<file path="src/rtl/core_pkg.sv">
// Shared constants and types for the RV32I core pipeline.
// ALU op codes and forwarding selects used by the ID/EX stage.
package core_pkg;

    localparam int XLEN   = 32;
    localparam int REG_AW = 5;

    localparam logic [3:0] ALU_NOP = 4'b0000;
    localparam logic [3:0] ALU_ADD = 4'b0001;
    localparam logic [3:0] ALU_SUB = 4'b0010;
    localparam logic [3:0] ALU_SLL = 4'b0011;
    localparam logic [3:0] ALU_XOR = 4'b0100;
    localparam logic [3:0] ALU_SRL = 4'b0101;
    localparam logic [3:0] ALU_OR  = 4'b0110;
    localparam logic [3:0] ALU_AND = 4'b0111;

    typedef enum logic [1:0] {
        FWD_RF    = 2'd0,
        FWD_EXMEM = 2'd1,
        FWD_MEMWB = 2'd2
    } fwd_sel_e;

    function automatic fwd_sel_e fwd_pick(
        input logic [REG_AW-1:0] src,
        input logic              exmem_we,
        input logic [REG_AW-1:0] exmem_rd,
        input logic              memwb_we,
        input logic [REG_AW-1:0] memwb_rd
    );
        // x0 is hardwired zero, so a write to it never forwards
        if (exmem_we && exmem_rd != '0 && exmem_rd == src)
            return FWD_EXMEM;
        else if (memwb_we && memwb_rd != '0 && memwb_rd == src)
            return FWD_MEMWB;
        else
            return FWD_RF;
    endfunction

endpackage

</file>
<file path="src/rtl/forwarding_unit.sv">
// RAW forwarding select for the two EX-stage source operands.
// EX/MEM wins over MEM/WB when both hold the same destination.
module forwarding_unit
    import core_pkg::*;
(
    input  logic [REG_AW-1:0] i_rs1,
    input  logic [REG_AW-1:0] i_rs2,
    input  logic              i_exmem_we,
    input  logic [REG_AW-1:0] i_exmem_rd,
    input  logic              i_memwb_we,
    input  logic [REG_AW-1:0] i_memwb_rd,
    output fwd_sel_e          o_fwd1,
    output fwd_sel_e          o_fwd2
);

    always_comb begin
        o_fwd1 = fwd_pick(i_rs1, i_exmem_we, i_exmem_rd,
                          i_memwb_we, i_memwb_rd);
        o_fwd2 = fwd_pick(i_rs2, i_exmem_we, i_exmem_rd,
                          i_memwb_we, i_memwb_rd);
    end

endmodule

</file>
<file path="src/rtl/id_ex_stage.sv">
// ID/EX pipeline register with forwarding, load-use stall and flush.
// Drives the EX-stage ALU operands and the EX/MEM control bundle.
module id_ex_stage
    import core_pkg::*;
(
    input  logic              clk,
    input  logic              reset_n,
    input  logic              id_valid,
    input  logic [XLEN-1:0]   id_pc,
    input  logic [XLEN-1:0]   id_rs1_data,
    input  logic [XLEN-1:0]   id_rs2_data,
    input  logic [XLEN-1:0]   id_imm,
    input  logic [REG_AW-1:0] id_rs1,
    input  logic [REG_AW-1:0] id_rs2,
    input  logic [REG_AW-1:0] id_rd,
    input  logic [3:0]        id_alu_op,
    input  logic              id_alu_src_a_pc,
    input  logic              id_alu_src_b_imm,
    input  logic              id_mem_read,
    input  logic              id_mem_write,
    input  logic              id_reg_write,
    input  logic              id_mem_to_reg,
    input  logic              flush,
    input  logic              exmem_reg_write,
    input  logic [REG_AW-1:0] exmem_rd,
    input  logic [XLEN-1:0]   exmem_alu_result,
    input  logic              memwb_reg_write,
    input  logic [REG_AW-1:0] memwb_rd,
    input  logic [XLEN-1:0]   memwb_wb_data,
    output logic              stall_if_id,
    output logic              ex_valid,
    output logic [3:0]        alu_op,
    output logic [XLEN-1:0]   alu_in_1,
    output logic [XLEN-1:0]   alu_in_2,
    output logic [XLEN-1:0]   ex_store_data,
    output logic [REG_AW-1:0] ex_rd,
    output logic              ex_mem_read,
    output logic              ex_mem_write,
    output logic              ex_reg_write,
    output logic              ex_mem_to_reg
);

    logic              r_valid;
    logic [XLEN-1:0]   r_pc;
    logic [XLEN-1:0]   r_rs1_data;
    logic [XLEN-1:0]   r_rs2_data;
    logic [XLEN-1:0]   r_imm;
    logic [REG_AW-1:0] r_rs1;
    logic [REG_AW-1:0] r_rs2;
    logic [REG_AW-1:0] r_rd;
    logic [3:0]        r_alu_op;
    logic              r_src_a_pc;
    logic              r_src_b_imm;
    logic              r_mem_read;
    logic              r_mem_write;
    logic              r_reg_write;
    logic              r_mem_to_reg;

    logic              w_load_use;
    logic              w_bubble;
    logic              w_take;
    fwd_sel_e          w_fwd1_sel;
    fwd_sel_e          w_fwd2_sel;
    logic [XLEN-1:0]   w_fwd1;
    logic [XLEN-1:0]   w_fwd2;

    // Both sources are checked even if the ID opcode ignores rs2
    assign w_load_use = r_valid && r_mem_read && (r_rd != '0) &&
                        id_valid &&
                        ((r_rd == id_rs1) || (r_rd == id_rs2));

    assign stall_if_id = w_load_use && !flush;
    assign w_bubble    = flush || w_load_use;
    assign w_take      = !w_bubble && id_valid;

    always_ff @(posedge clk or negedge reset_n) begin
        if (!reset_n) begin
            r_valid      <= 1'b0;
            r_pc         <= '0;
            r_rs1_data   <= '0;
            r_rs2_data   <= '0;
            r_imm        <= '0;
            r_rs1        <= '0;
            r_rs2        <= '0;
            r_rd         <= '0;
            r_alu_op     <= ALU_NOP;
            r_src_a_pc   <= 1'b0;
            r_src_b_imm  <= 1'b0;
            r_mem_read   <= 1'b0;
            r_mem_write  <= 1'b0;
            r_reg_write  <= 1'b0;
            r_mem_to_reg <= 1'b0;
        end else begin
            r_valid      <= w_take;
            r_pc         <= id_pc;
            r_rs1_data   <= id_rs1_data;
            r_rs2_data   <= id_rs2_data;
            r_imm        <= id_imm;
            r_rs1        <= id_rs1;
            r_rs2        <= id_rs2;
            r_rd         <= w_bubble ? '0 : id_rd;
            r_alu_op     <= w_take ? id_alu_op : ALU_NOP;
            r_src_a_pc   <= w_take && id_alu_src_a_pc;
            r_src_b_imm  <= w_take && id_alu_src_b_imm;
            r_mem_read   <= w_take && id_mem_read;
            r_mem_write  <= w_take && id_mem_write;
            r_reg_write  <= w_take && id_reg_write;
            r_mem_to_reg <= w_take && id_mem_to_reg;
        end
    end

    forwarding_unit u_fwd (
        .i_rs1      (r_rs1),
        .i_rs2      (r_rs2),
        .i_exmem_we (exmem_reg_write),
        .i_exmem_rd (exmem_rd),
        .i_memwb_we (memwb_reg_write),
        .i_memwb_rd (memwb_rd),
        .o_fwd1     (w_fwd1_sel),
        .o_fwd2     (w_fwd2_sel)
    );

    always_comb begin
        w_fwd1 = r_rs1_data;
        unique case (w_fwd1_sel)
            FWD_EXMEM: w_fwd1 = exmem_alu_result;
            FWD_MEMWB: w_fwd1 = memwb_wb_data;
            default:   w_fwd1 = r_rs1_data;
        endcase
    end

    always_comb begin
        w_fwd2 = r_rs2_data;
        unique case (w_fwd2_sel)
            FWD_EXMEM: w_fwd2 = exmem_alu_result;
            FWD_MEMWB: w_fwd2 = memwb_wb_data;
            default:   w_fwd2 = r_rs2_data;
        endcase
    end

    assign alu_in_1      = r_src_a_pc ? r_pc : w_fwd1;
    assign alu_in_2      = r_src_b_imm ? r_imm : w_fwd2;
    assign ex_store_data = w_fwd2;

    assign ex_valid      = r_valid;
    assign alu_op        = r_alu_op;
    assign ex_rd         = r_rd;
    assign ex_mem_read   = r_mem_read;
    assign ex_mem_write  = r_mem_write;
    assign ex_reg_write  = r_reg_write;
    assign ex_mem_to_reg = r_mem_to_reg;

endmodule
</file>
<file path="config.mk">
export PLATFORM = sky130hd
export DESIGN_NAME = id_ex_stage
export DESIGN_NICKNAME = d
export VERILOG_FILES = /design/src/rtl/core_pkg.sv /design/src/rtl/forwarding_unit.sv /design/src/rtl/id_ex_stage.sv
export SDC_FILE = /design/constraint.sdc
export NUM_CORES = 1
export LEC_CHECK = 0
export BUFFER_PORTS_ARGS = -buffer_cell sky130_fd_sc_hd__buf_4
export CAP_MARGIN = 20
export CORE_AREA = 3 3 131 133
export CTS_BUF_LIST = sky130_fd_sc_hd__clkbuf_4 sky130_fd_sc_hd__clkbuf_8
export CTS_CLUSTER_DIAMETER = 40
export DETAILED_ROUTE_END_ITERATION = 6
export DIE_AREA = 0 0 134 136
export PLACE_DENSITY = 0.75
export SLEW_MARGIN = 15
export SYNTH_ARGS = -nofsm -noshare
export SYNTH_HDL_FRONTEND = slang
export SYNTH_SLANG_ARGS = --single-unit
export TNS_END_PERCENT = 20
</file>
<file path="constraint.sdc">
create_clock -name clk -period 2.44 [get_ports clk]
set_input_delay 0.122 -clock clk [delete_from_list [all_inputs] [get_ports clk]]
set_output_delay 0.122 -clock clk [all_outputs]
set_load 0.01 [all_outputs]
</file>
==> impl_summary.txt <==
----------------------------------------------------
[Timing]
  Worst Tran Pin Value ... 0.993 ns
  Final count of negative-setup-slack endpoints ... 68
  Number of pins exceeding their max-slew limit in the final report ... 0
  Tcrit/Tclk final ... 1.08
  Count of final hold-check violations ... 0
  Worst-case clock skew ... 0.0119 ns
  Unrepaired setup endpoints after global routing ... yes
  Setup slack of the critical path after layout ... -0.199 ns
  Highest Clock Rate ... 379 MHz
  Normalized max-slew margin ... 0.338
  Minimum period implied by the final worst setup slack ... 2.64 ns

[Die]
  Initial Util ... 0.420
  Number of rows in the core area ... 46
  Vertical extent of the die ... 136 um
  Io pins ... 344
  DIE WIDTH ... 134 um
  Die ar. ... 0.0182 mm2
  Core outline area ... 0.0159 mm2

[Power]
  VDD IR max ... 829 uV
  Reported leakage power ... 0.00550 uW
  Total design power ... 6270 uW
  Power density over the cells ... 506 mW/mm2

[Hold path]
  Worst min-delay path category ... primary input to flop

[Setup path]
  Startpoint Class ... flop
  Critical Path Slowest Stage Cell ... or4_4
  Critical-path cell list ... xnor2_1, o2111ai_1, or4_4, bufbuf_16, o31ai_1, a21oi_2, buf_4
  Largest stage delay, worst path ... 0.52 ns
  Kind of cell with the highest combined delay on the critical path ... simple AND/OR/NAND/NOR gates
  Type of destination of the critical path ... output port
  Crit path arrival time ... 2.52 ns
  Data required time at the worst endpoint ... 2.32 ns
  Maximum fanout count along the critical path ... 8
  Worst Path Buf+Inv ... 2
  Class of the most critical setup path ... flop to output port

[Flow run]
  Max-cap violations ... 0

[Clock tree]
  Number of sinks driven by the clock tree ... 154
  Clock tree from TritonCTS ... yes
  H-tree levels ... 4
  Reg clk slew, reported paths ... 0.09 ns
  Clock insertion delay at the later pin of the skew report ... 0.45 ns
  Number of buffers created by CTS ... 17
  CTS root buffer ... clkbuf_8
  Worst-case clock buffer depth ... 2

[Place]
  Routability Congestion ... 0.911
  HPWL reported at the end of detailed placement ... 17400 um
  Port bufs ... 343
  Placed Instance Area ... 0.00956 mm2

[Global routing]
  Total routing resource utilization after global routing ... 0.326
  Maximum number of pins on one net before global-route repair ... 70
  Total congestion overflow ... 0
  Via count of the first global-routing pass ... 7908
  Antenna violations before repair ... 2
  Wire length of the first global-routing pass ... 44600 um

[Detailed routing]
  Number of detailed-route iterations in the first pass ... 4
  DRT iter0 DRCs ... 418
  Total vias in the final route ... 7175
  Number of nets with antenna violations after detailed routing ... 0
  DR WL/cell ... 22.6 um
  Total Wirelength ... 30100 um
  Detailed-route DRC error count ... 0
  Routed vias/inst ... 5.40

[Cells and area]
  Share of final-layout standard cells stronger than drive strength 1 ... 0.473
  Final Cell Area ... 0.0124 mm2
  Post-layout net count ... 1331
  Area Overhead vs Synth ... 85.1%

[Status]
  Failing checks ... negative setup slack
  Result of the run ... complete, but fails checks

[Synthesis]
  Number of enable-type register cells in the synthesized netlist ... 0
  Top_reg_cell synth ... dfrtp_1
  Distinct cell type count of the synthesized netlist ... 33
  Top post-synthesis cells by area ... dfrtp_1 (58%), mux2_2 (4.9%), mux2i_1 (4.8%)
  Post-synth top area share ... 0.575
  Avg Inst Size Synth ... 11.3 um2
  Part of the Yosys area used for sequential elements ... 0.575
  Netlist Area Pre-Place ... 0.00670 mm2
  Synthesized netlist net count ... 828
  Largest area contributor in the synthesized netlist ... dfrtp_1
  Count of yosys warnings during synthesis ... 0
  FF+latch count, synth ... 154
  Count of mapped cells out of synthesis ... 595
  Share of synthesized flip-flops with an asynchronous set or reset ... 1.00

----------------------------------------------------
## cell type report
type / instances / area (um2)
Fill cell: 902 / 3540
Antenna cell: 2 / 5.00
Inverter: 31 / 116
Multi-Input combinational cell: 367 / 3190
Clock buffer: 19 / 262
Clock inverter: 13 / 155
Timing Repair Buffer: 527 / 4540
Sequential cell: 154 / 3860
Tap cell: 216 / 270
## repair_timing
item                                    CTS  global route
pin swaps                                20             5
hold endpoints to repair                218             0
hold buffers                            159             0
setup buffers                             3             1
endpoints found under the setup margin   90            94
gates resized for setup                  88            41
gates cloned                              6             0
## worst paths after layout
check                                                 to  slack [ns]          startpoint  cells past startpoint
worst max-delay path                        alu_in_1[26]       -0.20  r_rs1[1]$_DFF_PN0_                      7
worst min-delay path                  ex_valid$_DFF_PN0_        0.06            id_valid                      3
worst max register to register        ex_rd[4]$_DFF_PN0_        0.31  ex_rd[0]$_DFF_PN0_                      6
worst min register to register        ex_valid$_DFF_PN0_        0.99  ex_valid$_DFF_PN0_                      3
max in group asynchronous             r_pc[18]$_DFF_PN0_        1.40             reset_n                      3
min in group asynchronous       r_rs2_data[16]$_DFF_PN0_        0.21             reset_n                      2
## cells in the mapped netlist, drive strengths merged (3+ instances only)
cell	n
nand2	6
and2	15
nor2	9
mux2	30
clkbuf	30
o31ai	34
a211oi	3
buf	15
xor2	4
inv	31
o21ai	30
nand2b	33
mux2i	32
a31oi	30
nor3	32
or3	30
a21oi	35
xnor2	26
nand4	3
dfrtp	154
nand3	3
## worst register-to-register path, cell delays in order, from the launching register on
cell,delay (ns)
dfrtp_1,0.45
xnor2_1,0.19
nand3_1,0.09
o22ai_1,0.30
a21oi_1,0.20
and2_1,0.22
dlygate4sd3_1,0.57
## metrics by stage
stage | TNS (ns) | worst slack (ns) | util | std cells | hold WS, ns
after floorplan | 0 | 0.454 | - | 595 | -0.174
after global placement | 0 | 0.0515 | 0.600 | 1126 | 0.165
after detailed placement | -0.0531 | -0.0458 | 0.600 | 1126 | 0.161
after CTS | -6.27 | -0.168 | 0.766 | 1326 | 0.00700
after global routing | -14.28 | -0.281 | 0.778 | 1329 | 0.0527
final | -6.79 | -0.199 | 0.778 | 1329 | 0.0573
## cells in the final DEF (no fill, tap or decap), types with 3 or more instances in the layout
cell type / n
a21oi_1: 17
a21oi_2: 18
a31oi_1: 5
a31oi_2: 22
a31oi_4: 3
and2_1: 15
buf_12: 5
buf_16: 3
buf_4: 351
buf_6: 6
clkbuf_8: 19
clkinvlp_4: 3
dfrtp_1: 152
dlygate4sd3_1: 159
inv_1: 31
inv_6: 5
mux2_2: 29
mux2i_1: 24
mux2i_2: 8
nand2_1: 6
nand2b_1: 33
nand3_1: 3
nand4_1: 3
nor2_1: 6
nor2_2: 3
nor2b_4: 3
nor3_1: 28
nor3_2: 4
o21ai_0: 28
o31ai_1: 10
o31ai_2: 8
o31ai_4: 16
or3_1: 30
xnor2_1: 24
xor2_1: 4
## report_power, final
group	switching, uW	total [uW]	internal [uW]	leakage [uW]
Clock	1060	2050	990	0.000202
Sequential	71.4	2750	2680	0.00182
Combinational	651	1470	816	0.00348
## metal layers
| metal | GRT usage | vias up | share of wire | wire, um |
|---|---|---|---|---|
| met1 | 0.362 | 3504 | 0.35 | 10600 |
| met2 | 0.580 | 469 | 0.51 | 15500 |
| met3 | 0.0840 | 99 | 0.085 | 2570 |
| met5 | 0 | - | 0 | 0 |
| met4 | 0.167 | 0 | 0.047 | 1430 |
| li1 | - | 3103 | - | - |
## cells by family (layout without fill, tap and decap cells)
group	count (synthesis)	count (layout)	synth area share
AOI/OAI and AO/OA	138	138	0.126
xor gates and xnor gates	30	30	0.0392
buffers and inverters	76	590	0.0463
DFF	154	154	0.575
muxes	62	62	0.0983
other	0	2	0
and+or+nand+nor	135	137	0.114
Note: power is estimated with default switching activity, not from simulation.
